`config.mk`:
```
export PLATFORM = sky130hd
export DESIGN_NAME = pipe_hazard_ctrl
export DESIGN_NICKNAME = d
export VERILOG_FILES = /design/src/rtl/pipe_hazard_ctrl.sv
export SDC_FILE = /design/constraint.sdc
export NUM_CORES = 1
export LEC_CHECK = 0
export CORE_MARGIN = 3
export CORE_UTILIZATION = 50
export CTS_BUF_LIST = sky130_fd_sc_hd__clkbuf_2 sky130_fd_sc_hd__clkbuf_4 sky130_fd_sc_hd__clkbuf_8
export DETAILED_ROUTE_END_ITERATION = 16
export GPL_ROUTABILITY_DRIVEN = 0
export PLACE_DENSITY = 0.8
export SYNTH_ARGS = -nofsm -noshare
export SYNTH_HDL_FRONTEND = slang
export SYNTH_SLANG_ARGS = --single-unit
```
`constraint.sdc`:
```
create_clock -name clock -period 3.5 [get_ports clock]
set_input_delay 0.35 -clock clock [delete_from_list [all_inputs] [get_ports clock]]
set_output_delay 0.35 -clock clock [all_outputs]
set_load 0.05 [all_outputs]
```
`src/rtl/pipe_hazard_ctrl.sv`:
```
// pipe_hazard_ctrl
// Control unit for a four-stage D-R-X-W pipeline. It tracks the instruction in
// each stage and detects read-after-write hazards against producers still in
// R or X. The register file is write-first, so a producer in W never causes a
// hazard. A hazard stalls Decode and puts a bubble into R. A taken branch in X
// flushes the wrong-path work in D and R, and flush takes priority over stall.
// All datapath controls are combinational from the current state and inputs,
// so a hazard raises stall in the same cycle.
module pipe_hazard_ctrl #(
    parameter int             OPW     = 4,
    parameter int             RAW     = 3,
    parameter logic [OPW-1:0] LOAD_OP = 4'b0000,
    parameter logic [OPW-1:0] ORI_OP  = 4'b0111,
    parameter logic [OPW-1:0] HALT_OP = 4'b1111,
    parameter int             CNTW    = 16
) (
    input  logic            clock,
    input  logic            reset,
    input  logic [OPW-1:0]  id_op,
    input  logic [RAW-1:0]  id_rs1,
    input  logic [RAW-1:0]  id_rs2,
    input  logic [1:0]      id_rs_use,
    input  logic [RAW-1:0]  id_rd,
    input  logic            id_wr,
    input  logic            mem_ready,
    input  logic            ex_taken,
    output logic            mem_read,
    output logic            pc_write,
    output logic            pc_sel,
    output logic            ir1_load,
    output logic            ir2_load,
    output logic            ir3_load,
    output logic            ir4_load,
    output logic            r1r2_load,
    output logic            r1_sel,
    output logic            rf_write,
    output logic            reg_in,
    output logic            stall,
    output logic            flush,
    output logic            halted,
    output logic [CNTW-1:0] stall_count
);

    typedef enum logic [1:0] {
        ST_IDLE   = 2'b00,
        ST_RUN    = 2'b01,
        ST_HALTED = 2'b10
    } state_t;

    typedef struct packed {
        logic [OPW-1:0] op;
        logic [RAW-1:0] rd;
        logic           wr;
        logic           ld;
    } stage_t;

    // True when a valid stage will write register r.
    function automatic logic writes_reg(input logic v, input stage_t s, input logic [RAW-1:0] r);
        return v & s.wr & (s.rd == r);
    endfunction

    state_t          state_r, state_nxt_s;
    logic            vd_r, vr_r, vx_r, vw_r;
    logic            vd_nxt_s, vr_nxt_s, vx_nxt_s, vw_nxt_s;
    stage_t          r_stg_r, x_stg_r, w_stg_r;
    stage_t          r_stg_nxt_s, x_stg_nxt_s, w_stg_nxt_s;
    logic [CNTW-1:0] stall_cnt_r;
    logic            run_s, match1_s, match2_s, hazard_s, flush_s, stall_s, halt_w_s;

    assign run_s    = (state_r == ST_RUN);
    assign match1_s = writes_reg(vr_r, r_stg_r, id_rs1) | writes_reg(vx_r, x_stg_r, id_rs1);
    assign match2_s = writes_reg(vr_r, r_stg_r, id_rs2) | writes_reg(vx_r, x_stg_r, id_rs2);
    assign hazard_s = run_s & vd_r & ((id_rs_use[0] & match1_s) | (id_rs_use[1] & match2_s));
    assign flush_s  = run_s & vx_r & ex_taken;
    assign stall_s  = hazard_s & ~flush_s;
    assign halt_w_s = vw_r & (w_stg_r.op == HALT_OP);
    assign stall_count = stall_cnt_r;

    // Next FSM state: IDLE lasts one cycle, and HALTED is left only through reset.
    always_comb begin
        state_nxt_s = state_r;
        case (state_r)
            ST_IDLE:   state_nxt_s = ST_RUN;
            ST_RUN:    state_nxt_s = halt_w_s ? ST_HALTED : ST_RUN;
            ST_HALTED: state_nxt_s = ST_HALTED;
            default:   state_nxt_s = ST_IDLE;
        endcase
    end

    // Next pipeline tracking state. The default holds every stage, which also freezes HALTED.
    always_comb begin
        vd_nxt_s    = vd_r;
        vr_nxt_s    = vr_r;
        vx_nxt_s    = vx_r;
        vw_nxt_s    = vw_r;
        r_stg_nxt_s = r_stg_r;
        x_stg_nxt_s = x_stg_r;
        w_stg_nxt_s = w_stg_r;
        if (run_s) begin
            if (flush_s) begin
                // D and R hold wrong-path work behind the taken branch.
                // Only the branch moves on to W.
                vd_nxt_s    = 1'b0;
                vr_nxt_s    = 1'b0;
                vx_nxt_s    = 1'b0;
                vw_nxt_s    = vx_r;
                w_stg_nxt_s = x_stg_r;
            end else if (stall_s) begin
                vr_nxt_s    = 1'b0;
                vx_nxt_s    = vr_r;
                x_stg_nxt_s = r_stg_r;
                vw_nxt_s    = vx_r;
                w_stg_nxt_s = x_stg_r;
            end else begin
                vd_nxt_s    = mem_ready;
                vr_nxt_s    = vd_r;
                r_stg_nxt_s = '{op: id_op, rd: id_rd, wr: id_wr, ld: (id_op == LOAD_OP)};
                vx_nxt_s    = vr_r;
                x_stg_nxt_s = r_stg_r;
                vw_nxt_s    = vx_r;
                w_stg_nxt_s = x_stg_r;
            end
        end else begin
            vd_nxt_s = vd_r;
        end
    end

    // FSM state and per-stage tracking registers.
    always_ff @(posedge clock) begin
        if (reset) begin
            state_r <= ST_IDLE;
            vd_r    <= 1'b0;
            vr_r    <= 1'b0;
            vx_r    <= 1'b0;
            vw_r    <= 1'b0;
            r_stg_r <= '0;
            x_stg_r <= '0;
            w_stg_r <= '0;
        end else begin
            state_r <= state_nxt_s;
            vd_r    <= vd_nxt_s;
            vr_r    <= vr_nxt_s;
            vx_r    <= vx_nxt_s;
            vw_r    <= vw_nxt_s;
            r_stg_r <= r_stg_nxt_s;
            x_stg_r <= x_stg_nxt_s;
            w_stg_r <= w_stg_nxt_s;
        end
    end

    // Saturating count of hazard-stall cycles.
    always_ff @(posedge clock) begin
        if (reset) begin
            stall_cnt_r <= '0;
        end else if (stall_s && (stall_cnt_r != {CNTW{1'b1}})) begin
            stall_cnt_r <= stall_cnt_r + {{(CNTW-1){1'b0}}, 1'b1};
        end else begin
            stall_cnt_r <= stall_cnt_r;
        end
    end

    // Datapath controls and status. Everything is 0 outside RUN, except halted.
    always_comb begin
        mem_read  = 1'b0;
        pc_write  = 1'b0;
        pc_sel    = 1'b0;
        ir1_load  = 1'b0;
        ir2_load  = 1'b0;
        ir3_load  = 1'b0;
        ir4_load  = 1'b0;
        r1r2_load = 1'b0;
        r1_sel    = 1'b0;
        rf_write  = 1'b0;
        reg_in    = 1'b0;
        stall     = 1'b0;
        flush     = 1'b0;
        halted    = 1'b0;
        case (state_r)
            ST_RUN: begin
                // The halt instruction retires without writing the register file.
                rf_write = vw_r & w_stg_r.wr & ~halt_w_s;
                reg_in   = vw_r & w_stg_r.ld;
                r1_sel   = vd_r & (id_op == ORI_OP);
                if (flush_s) begin
                    pc_write = 1'b1;
                    ir2_load = 1'b1;
                    ir3_load = 1'b1;
                    ir4_load = 1'b1;
                    flush    = 1'b1;
                end else if (stall_s) begin
                    pc_sel    = 1'b1;
                    ir3_load  = 1'b1;
                    ir4_load  = 1'b1;
                    r1r2_load = 1'b1;
                    stall     = 1'b1;
                end else begin
                    mem_read  = 1'b1;
                    pc_sel    = 1'b1;
                    pc_write  = mem_ready;
                    ir1_load  = mem_ready;
                    ir2_load  = 1'b1;
                    ir3_load  = 1'b1;
                    ir4_load  = 1'b1;
                    r1r2_load = 1'b1;
                end
            end
            ST_HALTED: halted = 1'b1;
            ST_IDLE:   halted = 1'b0;
            default:   halted = 1'b0;
        endcase
    end

endmodule

```
After elaboration in Yosys (flattened, before gate mapping)
Cells that the tools add are included.
W data, S select, Z words.
{"block": "op_classes", "mux": 29, "reduce_logical": 6, "eq_ne": 10, "n_bitwise": 24, "add_sub_neg": 1}
{"operator": "$mux W1", "n": 27}
{"operator": "$and A1 B1 Y1", "n": 18}
{"operator": "$add A16 B1 Y16 const B", "n": 1}
{"operator": "$ne A16 B16 Y1 const B", "n": 1}
{"operator": "$eq A3 B3 Y1", "n": 4}
{"operator": "$pmux W2 S3", "n": 1}
{"operator": "$eq A4 B3 Y1 const B", "n": 1}
{"operator": "$eq A4 B4 Y1 const B", "n": 1}
{"operator": "$logic_not A4 Y1", "n": 1}
{"operator": "$reduce_and A2 Y1", "n": 2}
{"operator": "$not A1 Y1", "n": 3}
{"operator": "$or A1 B1 Y1", "n": 3}
{"operator": "$reduce_and A3 Y1", "n": 1}
{"operator": "$eq A2 B1 Y1 const B", "n": 1}
{"operator": "$eq A2 B2 Y1 const B", "n": 1}
{"operator": "$logic_not A2 Y1", "n": 1}
{"operator": "$mux W2", "n": 1}
{"operator": "$ne A2 B2 Y1 const B", "n": 1}
{"operator": "$logic_and A1 B1 Y1", "n": 1}
{"block": "totals", "regBits": 46, "out_inout_bits": 30}

Logic depth before layout (Yosys ltp)
Gate-level depths: netlist of run 1.
{"block": "depth", "ltp_word": 10, "depth_mapped": 9, "ltp_nobuf": 7}

Worst setup path before layout of run 1
Ideal clock, no wire load.
{"block": "synth_timing", "kind": "register -> output", "startpoint": "register state_r[1]", "endpoint": "output pc_write", "n_path_buf": 0, "slack_ns": 0.693, "path_stages_with_launch": 8, "arrival_ns": 2.457, "cell_sequence": "dfxtp_1 > nand2b_1 > inv_1 > nand2_1 > inv_1 > a41o_1 > nor2_1 > o21a_1"}
{"block": "synth_between", "elab_chain_cells": 8, "elab_cells_between_ends": 10, "classes_between": "1 x eq/ne; 3 x mux; 6 x bitwise"}
{"item": "from (decl)", "line": "62", "source": "state_t state_r, state_nxt_s;"}
{"item": "from (signal assigned)", "line": "140", "source": "state_r <= state_nxt_s;"}
{"item": "$eq A2 B1 Y1 *", "line": "70, 178"}
{"item": "$and A1 B1 Y1 (2 in series)", "line": "74", "source": "assign flush_s = run_s & vx_r & ex_taken;"}
{"item": "$not A1 Y1 (no line)"}
{"item": "$and A1 B1 Y1", "line": "75", "source": "assign stall_s = hazard_s & ~flush_s;"}
{"item": "$mux W1", "line": "190", "source": "end else if (stall_s) begin"}
{"item": "$mux W1", "line": "184", "source": "if (flush_s) begin"}
{"item": "$mux W1 *", "line": "178", "source": "case (state_r)"}
{"item": "to (decl)", "line": "28", "source": "output logic pc_write,"}
Every way passes the cells marked *; elsewhere a longest branch is shown, timed or not.

Worst setup path in the final report of run 1
{"block": "layout_timing", "startpoint": "register state_r[1]", "endpoint": "output pc_sel"}
{"block": "layout_between", "elab_chain_cells": 5}
{"item": "$eq A2 B1 Y1 *", "line": "70, 178"}
{"item": "$and A1 B1 Y1 (2 in series)", "line": "74"}
{"item": "$mux W1", "line": "184"}
{"item": "$mux W1 *", "line": "178"}
{"item": "to (decl)", "line": "29", "source": "output logic pc_sel,"}
Marked as above.

==> impl_metrics.yaml, run 1 <==
layout:
  multiInputGateArea_sq_um: 1160
  num_antenna_cells: 0
  drive_gt1_frac: 0.0854
  nFillCells: 346
  final_cells: 366
  syn2layout_area_growth_pct: 32.0
  seq_area_sq_um: 921
  final_nets: 336
  final_util: 0.700
  fin_area_sq_um: 2860
worst_hold_path:
  hp-start: "r_stg_r[0]"
  hold_depth: 2
  hold_path_class: "flip-flop to flip-flop"
  holdPathEnd: "x_stg_r[0]"
detailed_routing:
  wl_mm: 5.25
  drtAntennaViolNets: 0
  drtIter0Drc: 113
  post-route-drc-count: 0
  dr.pass1.iters: 4
  wire_per_inst_um: 14.3
  num_vias: 2024
  viasPerCell: 5.53
clock_network:
  htreeDepth: 2
  cts_buffers: 5
  cts_tree: "done"
  clk_pin_slew_ns: 0.09
  worst_skew_pair.late_latency_ns: 0.30
  clockBufferDepth: 2
  post-cts-setup-buffers: 0
  clock-sinks: 46
  cts_root_buf: "clkbuf_8"
  post_cts_resized: 0
  cts-hold-fix-buffers: 0
setup_path:
  cp-end-kind: "primary output"
  worst-r2r-cell-count: 6
  crit_type: "flip-flop to primary output"
  rr_endpoint: "stall_count[14]"
  rrSetupSlack_ns: 0.75
  crit_arrival_ns: 2.61
  timing.rr.start: "stall_count[7]"
  start_kind: "flip-flop"
  crit_required_ns: 3.15
  cp_max_fo: 15
floorplanning:
  die_h_um: 71.9
  die_area_sq_um: 5160
  io_pins: 50
  die_width_um: 71.9
  start_util: 0.531
  core_area_sq_um: 4090
  core.rowCount: 23
placement:
  io_buffers: 49
  dpl_cell_area_sq_um: 2720
  hpwl_mm: 3.77
  placedCellCount: 358
global_route:
  met2_usage: 0.366
  grt_pass1_vias: 1871
  overflow: 0
  grtUsageMet3: 0.0575
  grt_pass1_wl_mm: 8.69
  antenna_found_initial: 0
  grt_max_degree: 35
  grt_use_met1: 0.262
  groute.usage.overall: 0.215
  top_usage_layer: "met2"
yosys:
  yosysTopAreaCell: "dfxtp_1"
  synth.ff_latch_count: 46
  yosysSeqAreaShare: 0.425
  synthAdderAreaFrac: 0.00577
  synth_top_area_frac: 0.425
  synth_cell_type_count: 36
  synth_area_leaders: "dfxtp_1, nand2_1, a21oi_1, xor2_1, nor2_1"
  synth_compound_area_frac: 0.140
  syn_nets: 288
  synth_top_family_by_area: "simple AND/OR/NAND/NOR gates"
  avgSynthCellArea_sq_um: 8.12
  synth_cells: 267
  synth_area_sq_um: 2170
  ys_warn_count: 0
  synth-simple-area-share: 0.266
  synth_xor_area_frac: 0.0646
  synth_mux_area_frac: 0.0565
sta:
  layout_min_cycle_time_ns: 2.96
  clock-skew-final_ns: 0.00857
  finalSetupTns_ns: 0
  fin_crit_sh: 0.844
  rsz0062_at_grt: "no"
  finalSetupViolCount: 0
  slew_headroom: 0.509
  worst_slew_pin_slew_ns: 0.736
  fmax_mhz: 338
  drv_slew: 0
  hold_viol_final: 0
pwr:
  peakVddDrop_mv: 0.268
  power_per_cell_area_nw_per_um2: 400
  leakage_uw: 0.00110
run_status:
  status: "completed"
run:
  drv_cap: 0
## critical path: stages (launching register included)
cell and delay (ns):
dfxtp_1 0.33, nand2b_1 0.14, buf_4 0.18, inv_1 0.06, buf_4 0.19, nand2_1 0.07
buf_4 0.18, inv_1 0.27, clkdlybuf4s50_1 0.87
## report_power, final
part           leakage (uW)  switching [uW]  internal, uW
clock             0.0000714             176           304
combinational      0.000657            65.2          52.5
sequential         0.000373            11.1           535
total               0.00110             252           892
## layout by cell type (no fill, tap or decap), types with 6 or more instances in the layout
cell type,n
a21oi_1,28
and3_1,6
buf_4,10
clkbuf_8,6
clkdlybuf4s50_1,44
dfxtp_1,46
mux2i_1,10
nand2_1,47
nand3_1,11
nor2_1,29
o21ai_1,7
xor2_1,16
## synth_stat cells, drive strengths merged
cell type,count
a41o,1
o31ai,3
ha,1
mux2i,10
inv,5
a211oi,4
nor2,30
and3,6
and2,1
o21a,2
nor4,3
a311oi,1
mux2,2
o21bai,1
clkbuf,6
buf,9
xor2,16
a22oi,2
a21oi,28
nor2b,3
dfxtp,46
nand3,11
nor3,3
o21ai,7
a32oi,1
nand2b,1
or4,8
nand2,47
nand4,5
or3,4
## layer usage
| metal | share of wire | up-vias |
|---|---|---|
| li1 | - | 1022 |
| met5 | 0 | - |
| met2 | 0.49 | 60 |
| met3 | 0.057 | 12 |
| met1 | 0.44 | 930 |
| met4 | 0.018 | 0 |
## through the flow
stage,worst slack [ns],power (uW),hold slack (ns)
after global routing,0.412,1180,0.474
after detailed placement,0.636,675,0.448
after floorplan,0.693,620,0.422
after global placement,0.721,672,0.435
after CTS,0.541,1150,0.458
final,0.545,1140,0.457
## sequential cells by signal, indices dropped and copies added, names as in the netlist
signal,flops
r_stg_r,9
vw_r,1
x_stg_r,9
vx_r,1
stall_count,16
vr_r,1
vd_r,1
w_stg_r,6
state_r,2
## kinds of logic after synthesis
logic type                 count (synthesis)
AOI/OAI and AO/OA                         50
xor gates and xnor gates                  16
muxes                                     12
buffers and inverters                     20
and+or+nand+nor                          122
adders and majority gates                  1
DFF                                       46
## layout make-up
cell class,count,area share
multi-input combinational,201,0.406
sequential,46,0.322
timing repair buffer,56,0.194
clock buffer,6,0.0289
tap,50,0.0219
clock inverter,2,0.0210
inverter,5,0.00656
## worst max-delay path by stage
stage / from / end / slack, ns / depth (start not counted)
6_report: state_r[1] / pc_sel / 0.54 / 8
5_1_grt: state_r[1] / r1r2_load / 0.41 / 8
4_1_cts: state_r[1] / pc_sel / 0.54 / 8
3_5_place_dp: id_rs2[2] / stall_count[14] / 0.64 / 7
3_3_place_gp: id_rs2[2] / stall_count[14] / 0.72 / 7
2_1_floorplan: state_r[1] / pc_write / 0.69 / 7
No activity file was read; power rests on OpenSTA's default activity.
==> run 2, diff against run 1 <==
==> constraint.sdc (replaced) <==
create_clock -name clock -period 3.05 [get_ports clock]
set_input_delay 0.305 -clock clock [delete_from_list [all_inputs] [get_ports clock]]
set_output_delay 0.305 -clock clock [all_outputs]
set_load 0.05 [all_outputs]
==> impl_metrics.yaml, run 2 (synthesis gave the netlist of run 1 again) <==
run_status:
  status: "completed"
clock_network:
  clk_pin_slew_ns: 0.09
  cts-hold-fix-buffers: 0
  cts_root_buf: "clkbuf_8"
  post_cts_resized: 0
  worst_skew_pair.late_latency_ns: 0.30
  clock-sinks: 46
  clockBufferDepth: 2
  htreeDepth: 2
  post-cts-setup-buffers: 0
  cts_tree: "done"
  cts_buffers: 5
pwr:
  seq_power_share: 0.509
  leakage_uw: 0.00111
  power_per_cell_area_nw_per_um2: 426
  swShare: 0.242
  clock_power_share: 0.377
  internal_power_uw: 933
  switchingPower_uw: 298
  peakVddDrop_mv: 0.208
  finalPower_uw: 1230
  combPwrFrac: 0.114
placement:
  dp_slack_ns: 0.261
  hpwl_mm: 3.72
  placedCellCount: 358
  io_buffers: 49
setup_path:
  crit_required_ns: 2.74
  start_kind: "input pin"
  slowest_delay_ns: 0.56
  cp_max_fo: 4
  crit_path_top_delay_cell: "or4_1"
  crit_arrival_ns: 2.35
  crit_type: "input pin to primary output"
  cp-end-kind: "primary output"
  path_cells: "clkdlybuf4s50_1 > xor2_1 > or4_1 > a21oi_1 > a41o_1 > nor2_1 > o21a_1 > buf_12"
layout:
  nFillCells: 349
  seq_area_sq_um: 921
  multiInputGateArea_sq_um: 1160
  final_cells: 366
  largest_register_ffs: 16
  drive_gt1_frac: 0.0918
  num_antenna_cells: 0
  final_nets: 336
  final_common_cell: "nand2_1"
  mostFrequentLayoutCells: "nand2_1, dfxtp_1, clkdlybuf4s50_1"
  syn2layout_area_growth_pct: 33.3
sta:
  layout_min_cycle_time_ns: 2.66
  finalSetupViolCount: 0
  slew_headroom: 0.527
  hold_slack_ns: 0.455
  setup_ws_ns: 0.391
  drv_slew: 0
  fin_crit_sh: 0.872
  rsz0062_at_grt: "no"
  finalSetupTns_ns: 0
  clock-skew-final_ns: 0.00502
  hold_viol_final: 0
  fmax_mhz: 376
  worst_slew_pin_slew_ns: 0.708
floorplanning:
  start_util: 0.531
  io_pins: 50
  core.rowCount: 23
  core_area_sq_um: 4090
  die_h_um: 71.9
  die_area_sq_um: 5160
  die_width_um: 71.9
global_route:
  grt_pass1_wl_mm: 8.54
  groute.usage.overall: 0.207
  overflow: 0
  grt_max_degree: 34
  grt_pass1_vias: 1813
  antenna_found_initial: 0
detailed_routing:
  wl_mm: 5.11
  drtIter0Drc: 129
  viasPerCell: 5.48
  dr.pass1.iters: 4
  wire_per_inst_um: 14.0
  post-route-drc-count: 0
  num_vias: 2005
  drtAntennaViolNets: 0
run:
  drv_cap: 0
worst_hold_path:
  hold_path_class: "flip-flop to flip-flop"
## run 2: cell count changes in the layout (fill, tap and decap cells not counted)
cell / before / now
clkdlybuf4s50_1: 44 / 42
clkbuf_8: 6 / 5
clkinvlp_4: 0 / 1
clkbuf_4: 0 / 1
buf_4: 10 / 7
bufinv_16: 2 / 1
buf_12: 2 / 7
## run 2: layer usage
metal | track usage | vias to the layer above | routed length [um]
li1 | - | 1028 | -
met1 | 0.279 | 915 | 2330
met2 | 0.336 | 57 | 2410
met3 | 0.0252 | 5 | 291
met4 | 0.0877 | 0 | 70
met5 | 0 | - | 0
## run 2: worst paths after layout
path	slack, ns	cells past startpoint	from	to
worst max-delay path	0.39	8	id_rs1[2]	pc_write
worst min-delay path	0.46	1	state_r[1]	state_r[0]
worst min register to register	0.46	1	state_r[1]	state_r[0]
worst max register to register	0.56	7	stall_count[7]	stall_count[9]
## run 2: stage by stage
step / utilization / cell area (sq um)
2_1_floorplan: - / 2170
3_3_place_gp: 0.679 / 2780
3_5_place_dp: 0.679 / 2780
4_1_cts: 0.707 / 2890
5_1_grt: 0.707 / 2890
6_report: 0.707 / 2890
## run 2: power groups by stage
stage	Sequential, uW	Combinational, uW	Clock (uW)
floorplan	635	75.9	0
global placement	640	139	0
detailed placement	640	141	0
CTS	626	142	470
global route	628	151	489
finish	626	141	464
## run 2: cell type report
| type | count | share of cell area |
|---|---|---|
| well taps | 50 | 0.0216 |
| clock buffers | 6 | 0.0264 |
| repair buffers | 56 | 0.212 |
| clock inverters | 2 | 0.0130 |
| multi-input cells | 201 | 0.402 |
| inverters | 5 | 0.00649 |
| flip-flops and latches | 46 | 0.319 |
## run 2: worst max-delay path: cells and delay by family
kind,cells,cell delay (ns)
AOI/OAI and AO/OA,3,0.60
xor gates and xnor gates,1,0.16
buffers and inverters,2,0.61
and+or+nand+nor,2,0.68
==> run 3, diff against run 2 <==
--- a/config.mk
+++ b/config.mk
@@ -10,7 +10,9 @@
 export CTS_BUF_LIST = sky130_fd_sc_hd__clkbuf_2 sky130_fd_sc_hd__clkbuf_4 sky130_fd_sc_hd__clkbuf_8
 export DETAILED_ROUTE_END_ITERATION = 16
 export GPL_ROUTABILITY_DRIVEN = 0
+export GPL_TIMING_DRIVEN = 0
 export PLACE_DENSITY = 0.8
+export SLEW_MARGIN = 20
 export SYNTH_ARGS = -nofsm -noshare
 export SYNTH_HDL_FRONTEND = slang
 export SYNTH_SLANG_ARGS = --single-unit
==> impl_metrics.yaml, run 3 (synthesis gave the netlist of run 1 again) <==
floorplanning:
  io_pins: 50
  core.rowCount: 23
  die_h_um: 71.9
  core_area_sq_um: 4090
  start_util: 0.531
  die_area_sq_um: 5160
  die_width_um: 71.9
pwr:
  clock_power_share: 0.336
  swShare: 0.270
  peakVddDrop_mv: 0.303
  switchingPower_uw: 307
  internal_power_uw: 829
  combPwrFrac: 0.115
  leakage_uw: 0.00109
  power_per_cell_area_nw_per_um2: 405
  seq_power_share: 0.549
global_route:
  antenna_found_initial: 0
  grt_pass1_wl_mm: 8.98
  grt_max_degree: 16
  groute.usage.overall: 0.220
  grt_pass1_vias: 1916
  overflow: 0
sta:
  worst_slew_pin_slew_ns: 0.670
  finalSetupTns_ns: 0
  hold_viol_final: 0
  fmax_mhz: 358
  drv_slew: 0
  setup_ws_ns: 0.253
  finalSetupViolCount: 0
  fin_crit_sh: 0.917
  clock-skew-final_ns: 0.00958
  slew_headroom: 0.549
  layout_min_cycle_time_ns: 2.80
  rsz0062_at_grt: "no"
detailed_routing:
  drtIter0Drc: 133
  viasPerCell: 5.53
  wl_mm: 5.37
  dr.pass1.iters: 4
  post-route-drc-count: 0
  num_vias: 2067
  drtAntennaViolNets: 0
  wire_per_inst_um: 14.4
worst_hold_path:
  hold_path_class: "flip-flop to flip-flop"
  hold_depth: 2
  holdPathEnd: "w_stg_r[0]"
  hp-start: "w_stg_r[0]"
setup_path:
  rr_endpoint: "stall_count[1]"
  start_kind: "input pin"
  rrSetupSlack_ns: 0.53
  cp-end-kind: "primary output"
  cp_max_fo: 10
  crit_required_ns: 2.74
  worst-r2r-cell-count: 8
  crit_type: "input pin to primary output"
  crit_arrival_ns: 2.49
  timing.rr.start: "stall_count[7]"
clock_network:
  cts_tree: "done"
  cts_buffers: 5
  clockBufferDepth: 2
  post-cts-setup-buffers: 0
  htreeDepth: 2
  post_cts_resized: 4
  worst_skew_pair.late_latency_ns: 0.31
  cts-hold-fix-buffers: 0
  clk_pin_slew_ns: 0.09
  cts_root_buf: "clkbuf_8"
  clock-sinks: 46
layout:
  seq_area_sq_um: 921
  num_antenna_cells: 0
  multiInputGateArea_sq_um: 1150
  nFillCells: 362
  final_util: 0.687
  final_common_cell: "nand2_1"
  final_nets: 344
  largest_register_ffs: 16
  mostFrequentLayoutCells: "nand2_1, dfxtp_1, clkdlybuf4s50_1"
  syn2layout_area_growth_pct: 29.4
  drive_gt1_frac: 0.0679
placement:
  dp_slack_ns: -0.263
  hpwl_mm: 3.96
  io_buffers: 49
run:
  drv_cap: 0
run_status:
  status: "completed"
run 3: cell count changes in the layout (fill, tap and decap cells not counted), sizes merged:
cell,previous run,this run
dlymetal6s2s,0,2
clkinv,0,2
clkdlybuf4s50,42,44
dlygate4sd2,0,1
bufinv,1,0
clkbuf,6,14
buf,14,8
run 3: worst max-delay path, cell delays in order:
cell and delay [ns]:
clkdlybuf4s50_1 0.51, xor2_1 0.16, or4_1 0.19, nand2_1 0.08
a311oi_1 0.40, buf_2 0.39, and2_1 0.18, clkbuf_2 0.27
run 3: worst max path at each step:
stage | end | depth (start not counted) | startpoint | slack [ns]
finish | ir1_load | 8 | id_rs1[2] | 0.25
global route | ir1_load | 8 | id_rs1[2] | 0.07
CTS | ir1_load | 8 | id_rs1[2] | 0.03
detailed placement | ir1_load | 8 | id_rs1[2] | -0.26
global placement | ir1_load | 8 | id_rs1[2] | -0.22
floorplan | pc_write | 7 | state_r[1] | 0.29
run 3: power groups by stage:
stage	clock [uW]	sequential, uW	combinational (uW)
floorplan	0	635	75.9
global placement	0	637	130
detailed placement	0	638	133
CTS	382	624	132
global route	407	626	142
finish	382	624	131
run 3: layout make-up:
class,instances,share of cell area
repair buffers,49,0.173
inverters,5,0.00669
multi-input cells,201,0.412
well taps,50,0.0223
flip-flops and latches,46,0.328
plain buffers,15,0.0267
clock inverters,3,0.00758
clock buffers,5,0.0245
run 3: metrics by stage:
| stage | cells | power [uW] | cell area [sq um] | hold WS, ns |
|---|---|---|---|---|
| 2_1_floorplan | 267 | 711 | 2170 | 0.422 |
| 3_3_place_gp | 366 | 767 | 2720 | 0.435 |
| 3_5_place_dp | 366 | 771 | 2720 | 0.444 |
| 4_1_cts | 374 | 1140 | 2810 | 0.458 |
| 5_1_grt | 374 | 1170 | 2810 | 0.472 |
| 6_report | 374 | 1140 | 2810 | 0.457 |
run 3: metal layers:
metal  global-route usage  part of all wire  vias up
li1                     -                 -     1038
met1                0.303              0.46      959
met2                0.346              0.47       62
met3               0.0379             0.055        8
met4               0.0814             0.016        0
met5                    0                 0        -
